File: src/rtl/reg_wb_sequencer.sv
// Write-back sequencer: FIFO-buffered register loads for registers A/B/C.
// Optional same-cycle FIFO bypass when WB_BYPASS_EN is defined.
module reg_wb_sequencer #(
    parameter int WORD_SIZE = 19,
    parameter int DEPTH     = 4
) (
    input  logic                   CLK,
    input  logic                   RST_N,
    input  logic                   WB_VALID,
    output logic                   WB_READY,
    input  logic [1:0]             WB_DEST,
    input  logic [WORD_SIZE-1:0]   WB_DATA,
    input  logic                   HOLD,
    output logic                   LOAD_A,
    output logic                   LOAD_B,
    output logic                   LOAD_C,
    output logic [WORD_SIZE-1:0]   REG_DATA,
    output logic [2:0]             PENDING,
    output logic [$clog2(DEPTH):0] COUNT,
    output logic [7:0]             DISCARD_CNT
);

    localparam int PTR_W = $clog2(DEPTH);
    localparam int CNT_W = PTR_W + 1;
    localparam logic [1:0] DEST_DISCARD = 2'b11;

    logic [WORD_SIZE-1:0] r_data [DEPTH];
    logic [1:0]           r_dest [DEPTH];
    logic [PTR_W-1:0]     r_wptr;
    logic [PTR_W-1:0]     r_rptr;
    logic [CNT_W-1:0]     r_count;
    logic [2:0]           r_load;
    logic [WORD_SIZE-1:0] r_reg_data;
    logic [7:0]           r_disc;

    logic                 w_full;
    logic                 w_push;
    logic                 w_pop;
    logic                 w_bypass;
    logic                 w_enq;
    logic [2:0]           w_pending;

    function automatic logic [2:0] f_strobe(input logic [1:0] d);
        logic [2:0] s;
        s = 3'b000;
        case (d)
            2'b00:   s = 3'b001;
            2'b01:   s = 3'b010;
            2'b10:   s = 3'b100;
            default: s = 3'b000;
        endcase
        return s;
    endfunction

    always_comb begin
        w_full = (r_count == CNT_W'(DEPTH));
        w_push = WB_VALID && !w_full;
        w_pop  = (r_count != '0) && !HOLD;
    end

`ifdef WB_BYPASS_EN
    // An empty, unstalled FIFO lets a real write skip straight to the strobe.
    always_comb begin
        w_bypass = w_push && (WB_DEST != DEST_DISCARD) &&
                   (r_count == '0) && !HOLD && !w_pop;
    end
`else
    always_comb begin
        w_bypass = 1'b0;
    end
`endif

    always_comb begin
        w_enq = w_push && !w_bypass;
    end

    // An entry is pending only if it lies in the occupied window from the head.
    always_comb begin
        w_pending = 3'b000;
        for (int i = 0; i < DEPTH; i++) begin
            if (CNT_W'(PTR_W'(PTR_W'(i) - r_rptr)) < r_count) begin
                w_pending = w_pending | f_strobe(r_dest[i]);
            end
        end
    end

    always_ff @(posedge CLK or negedge RST_N) begin
        if (!RST_N) begin
            for (int i = 0; i < DEPTH; i++) begin
                r_data[i] <= '0;
                r_dest[i] <= '0;
            end
            r_wptr <= '0;
        end else if (w_enq) begin
            r_data[r_wptr] <= WB_DATA;
            r_dest[r_wptr] <= WB_DEST;
            r_wptr         <= r_wptr + 1'b1;
        end
    end

    always_ff @(posedge CLK or negedge RST_N) begin
        if (!RST_N) begin
            r_rptr  <= '0;
            r_count <= '0;
        end else begin
            if (w_pop) begin
                r_rptr <= r_rptr + 1'b1;
            end
            case ({w_enq, w_pop})
                2'b10:   r_count <= r_count + 1'b1;
                2'b01:   r_count <= r_count - 1'b1;
                default: r_count <= r_count;
            endcase
        end
    end

    always_ff @(posedge CLK or negedge RST_N) begin
        if (!RST_N) begin
            r_load     <= 3'b000;
            r_reg_data <= '0;
        end else if (w_pop) begin
            r_load     <= f_strobe(r_dest[r_rptr]);
            r_reg_data <= r_data[r_rptr];
        end else if (w_bypass) begin
            r_load     <= f_strobe(WB_DEST);
            r_reg_data <= WB_DATA;
        end else begin
            r_load     <= 3'b000;
        end
    end

    always_ff @(posedge CLK or negedge RST_N) begin
        if (!RST_N) begin
            r_disc <= 8'd0;
        end else if (w_push && (WB_DEST == DEST_DISCARD) && (r_disc != 8'hFF)) begin
            r_disc <= r_disc + 8'd1;
        end
    end

    always_comb begin
        WB_READY    = !w_full;
        LOAD_A      = r_load[0];
        LOAD_B      = r_load[1];
        LOAD_C      = r_load[2];
        REG_DATA    = r_reg_data;
        PENDING     = w_pending;
        COUNT       = r_count;
        DISCARD_CNT = r_disc;
    end

endmodule

File: config.mk
export PLATFORM = sky130hd
export DESIGN_NAME = reg_wb_sequencer
export DESIGN_NICKNAME = d
export VERILOG_FILES = /design/src/rtl/reg_wb_sequencer.sv
export SDC_FILE = /design/constraint.sdc
export NUM_CORES = 1
export LEC_CHECK = 0
export ABC_AREA = 1
export BUFFER_PORTS_ARGS = -buffer_cell sky130_fd_sc_hd__buf_2
export CAP_MARGIN = 40
export CELL_PAD_IN_SITES_DETAIL_PLACEMENT = 1
export CELL_PAD_IN_SITES_GLOBAL_PLACEMENT = 2
export CORE_ASPECT_RATIO = 1.5
export CORE_UTILIZATION = 35
export DETAILED_ROUTE_END_ITERATION = 6
export PLACE_DENSITY = 0.84
export SYNTH_ARGS = -nofsm -noshare
export SYNTH_HDL_FRONTEND = slang
export SYNTH_SLANG_ARGS = --single-unit
File: constraint.sdc
create_clock -name CLK -period 2.4 [get_ports CLK]
set_clock_uncertainty 0.2 [all_clocks]
set_input_delay 0.48 -clock CLK [delete_from_list [all_inputs] [get_ports CLK]]
set_output_delay 0.48 -clock CLK [all_outputs]
set_load 0.02 [all_outputs]
==> impl_results.md <==
* P per Cell Area at 1460 mW/mm2
* Drc violations at 0
* Critical Path Max Stage Delay at 0.42 ns
* Final min period at 2.67 ns
* Yosys reg bits at 121
* Top Family by Delay on Critical Path: simple AND/OR/NAND/NOR gates
* GP Congestion at between 0.7 and 0.8
* Area growth, synth to finish at 20.6%
* Worst Tran Pin Value at 0.514 ns
* Antenna viol nets, final at 0
* Netlist cell types at 27
* CP bufs+invs at 5
* Final Routed Wirelength at approximately 15 mm
* Placed inst area at around 0.0061 mm2
* Number of max-cap violations at 0
* Pleak at 3.49 nW
* Root buf cell: clkbuf_16
* Setup ws final at -0.272 ns
* CORE AREA at 0.0157 mm2
* Slew HR at 65.7%
* Synth Area per Inst at roughly 8.4 um2
* Final period util at 111%
* H-tree depth at 4
* Layout Cells excl Fill at 954
* Port Buf Inserts at 61
* Max clock buf depth at 2
* Rows at 56
* Required @ worst endpoint at ~1.7 ns
* Crit end category: output port
* Clk pin slew, worst setup/hold paths at 0.06 ns
* CP Cell Sequence: inv_2, nor2_2, nor2_4, inv_2, ha_4, inv_2, nor2_1, nand2_1, nand3_1, nand2_1, inv_1, nand2_1, buf_6
* Syn_nets at 701
* Hold violation count in the final report at 0
* Setup violators final at 3
* Via Count at 4683
* DR pass1 iterations at 4
* CP arrival at 1.99 ns
* Slew Limit Fails at 0
* Worst min path class: input port to flip-flop
* Failing checks: setup timing
* Io pins at 62
* Synthesized area at about 0.0056 mm2
* DR WL/cell at 15.9 um
* Initial antenna violation count at 0
* Global-route wire length before repair at 25.2 mm
* Nets at 774
* Share of layout cells above drive strength 1 at ~18%
* Clk sinks at 121
* Proportion of synthesized chip area in sequential cells at between 50 and 60%
* Worst path slowest cell: dfrtp_1
* Startpoint Class: flip-flop
* Peak supply drop at 0.518 mV
* Post-DP HPWL at 9.36 mm
* Placed cell count at slightly above 900
* Post-Layout Inst Area at slightly below 0.007 mm2
* Critical path class: flip-flop to output port
* Die Ht at 157 um
* Clock Latency Late Sink at 0.41 ns
* CTS tree: done
* GR Util All Layers at 19.7%
* Synth Instances at 665
* Total global routing overflow at 0
* Unrepaired setup endpoints after global routing: yes
* Initial core utilization at a little over a third
* Status: finished with violations
* DRT iter0 DRCs at 196
* Num CTS Buffers at 17
* Antenna cell count at 0
* Die Wd at ~110 um
* Via density at 4.91
* Maximum net fanout on the critical path at 3
* Max Clk Rate at between 300 and 400 MHz
* Vias in the first global route at 5033
* Ys Warns at 0
* Finished Core Util at 43.2%
* Die area at 0.0166 mm2
* Largest net degree at the start of global routing at 56
## flip-flops by register name, summed over array words and instances, names as in the netlist
signal / count
COUNT: 3
DISCARD_CNT: 8
REG_DATA: 19
r_data: 76
r_dest: 8
r_load: 3
r_rptr: 2
r_wptr: 2
## cells in the final DEF (no fill, tap or decap), drive strengths merged, types with 2 or more instances in the layout
cell	count
nand2	283
clkbuf	20
xnor2	2
buf	79
nand3	12
clkinv	4
clkinvlp	5
a21oi	4
xor2	5
o21ai	91
nand4	29
dfrtp	121
nor2	22
ha	10
inv	57
nand3b	2
## routing by layer
layer | GRT usage [%] | vias up | routed length [um]
met5 | 0 | - | 0
met4 | 6.71 | 0 | 284
met3 | 4.10 | 28 | 483
met2 | 36.6 | 91 | 8110
met1 | 22.3 | 2294 | 6290
li1 | - | 2270 | -
## cells in the mapped netlist (all sizes together)
cell type	count	share of area, %
a21oi	4	0.56
and2	1	0.11
buf	26	3.7
dfrtp	121	54
fa	1	0.36
ha	10	2.2
inv	55	3.8
nand2	283	20
nand3	12	1.1
nand3b	2	0.27
nand4	29	3.2
nor2	22	1.7
nor3	1	0.089
o21ai	91	8.2
xnor2	2	0.31
xor2	5	0.78
## path summary, 6_finish.rpt
check                            startpoint        endpoint  slack [ns]  cells past startpoint
worst min register to register  REG_DATA[0]     REG_DATA[0]        0.27                      2
worst max register to register     COUNT[1]        COUNT[2]        0.27                      9
worst min-delay path             WB_DATA[9]      r_data[47]        0.16                      3
worst max-delay path              r_rptr[0]      PENDING[0]       -0.27                     13
min in group asynchronous             RST_N  DISCARD_CNT[0]        0.28                      2
max in group asynchronous             RST_N      r_data[61]        1.13                      3
## worst register-to-register path, delay by kind of cell, from the launching register on
| kind | cells | cell delay (ns) |
|---|---|---|
| fa+ha+maj | 2 | 0.53 |
| xor+xnor | 1 | 0.15 |
| flops | 1 | 0.43 |
| compound gates | 2 | 0.26 |
| simple gates | 3 | 0.35 |
| buf+inv | 1 | 0.07 |
## where the power goes
part	switching, mW	internal [mW]
clock	0.944	1.49
sequential	0.585	2.94
combinational	2.54	1.43
## per-stage QoR
| stage | setup slack (ns) | hold slack (ns) | TNS (ns) | power [mW] |
|---|---|---|---|---|
| after detailed placement | 0.00543 | 0.175 | 0 | 7.26 |
| after global routing | -0.423 | 0.168 | -1.14 | 10.7 |
| final | -0.272 | 0.162 | -0.762 | 9.92 |
| after CTS | -0.270 | 0.151 | -0.755 | 10.0 |
| after floorplan | 0.0245 | -0.0156 | 0 | 6.10 |
| after global placement | 0.131 | 0.171 | 0 | 7.06 |
## final cells by class
| class | count | area, um2 |
|---|---|---|
| fillers | 1921 | 8920 |
| flip-flops and latches | 121 | 3030 |
| multi-input cells | 463 | 2210 |
| repair buffers | 80 | 497 |
| clock buffers | 20 | 457 |
| well taps | 203 | 254 |
| inverters | 55 | 214 |
| clock inverters | 12 | 116 |
## cell families (layout without fill, tap and decap cells)
group / Yosys count / in the layout / synth area share (%)
xor gates and xnor gates: 7 / 7 / 1.09
AOI/OAI and AO/OA: 95 / 95 / 8.80
adders and majority gates: 11 / 11 / 2.58
DFF: 121 / 121 / 53.9
buffers and inverters: 81 / 167 / 7.51
and+or+nand+nor: 350 / 350 / 26.1
## repair_timing
item / in CTS / in global routing
endpoints found under the hold margin: 15 / 0
pin swaps: 8 / 0
endpoints found under the setup margin: 3 / 3
resized for setup: 17 / 0
hold buffers: 1 / 0
buffers inserted: 5 / 2
Note: power is estimated with default switching activity, not from simulation.
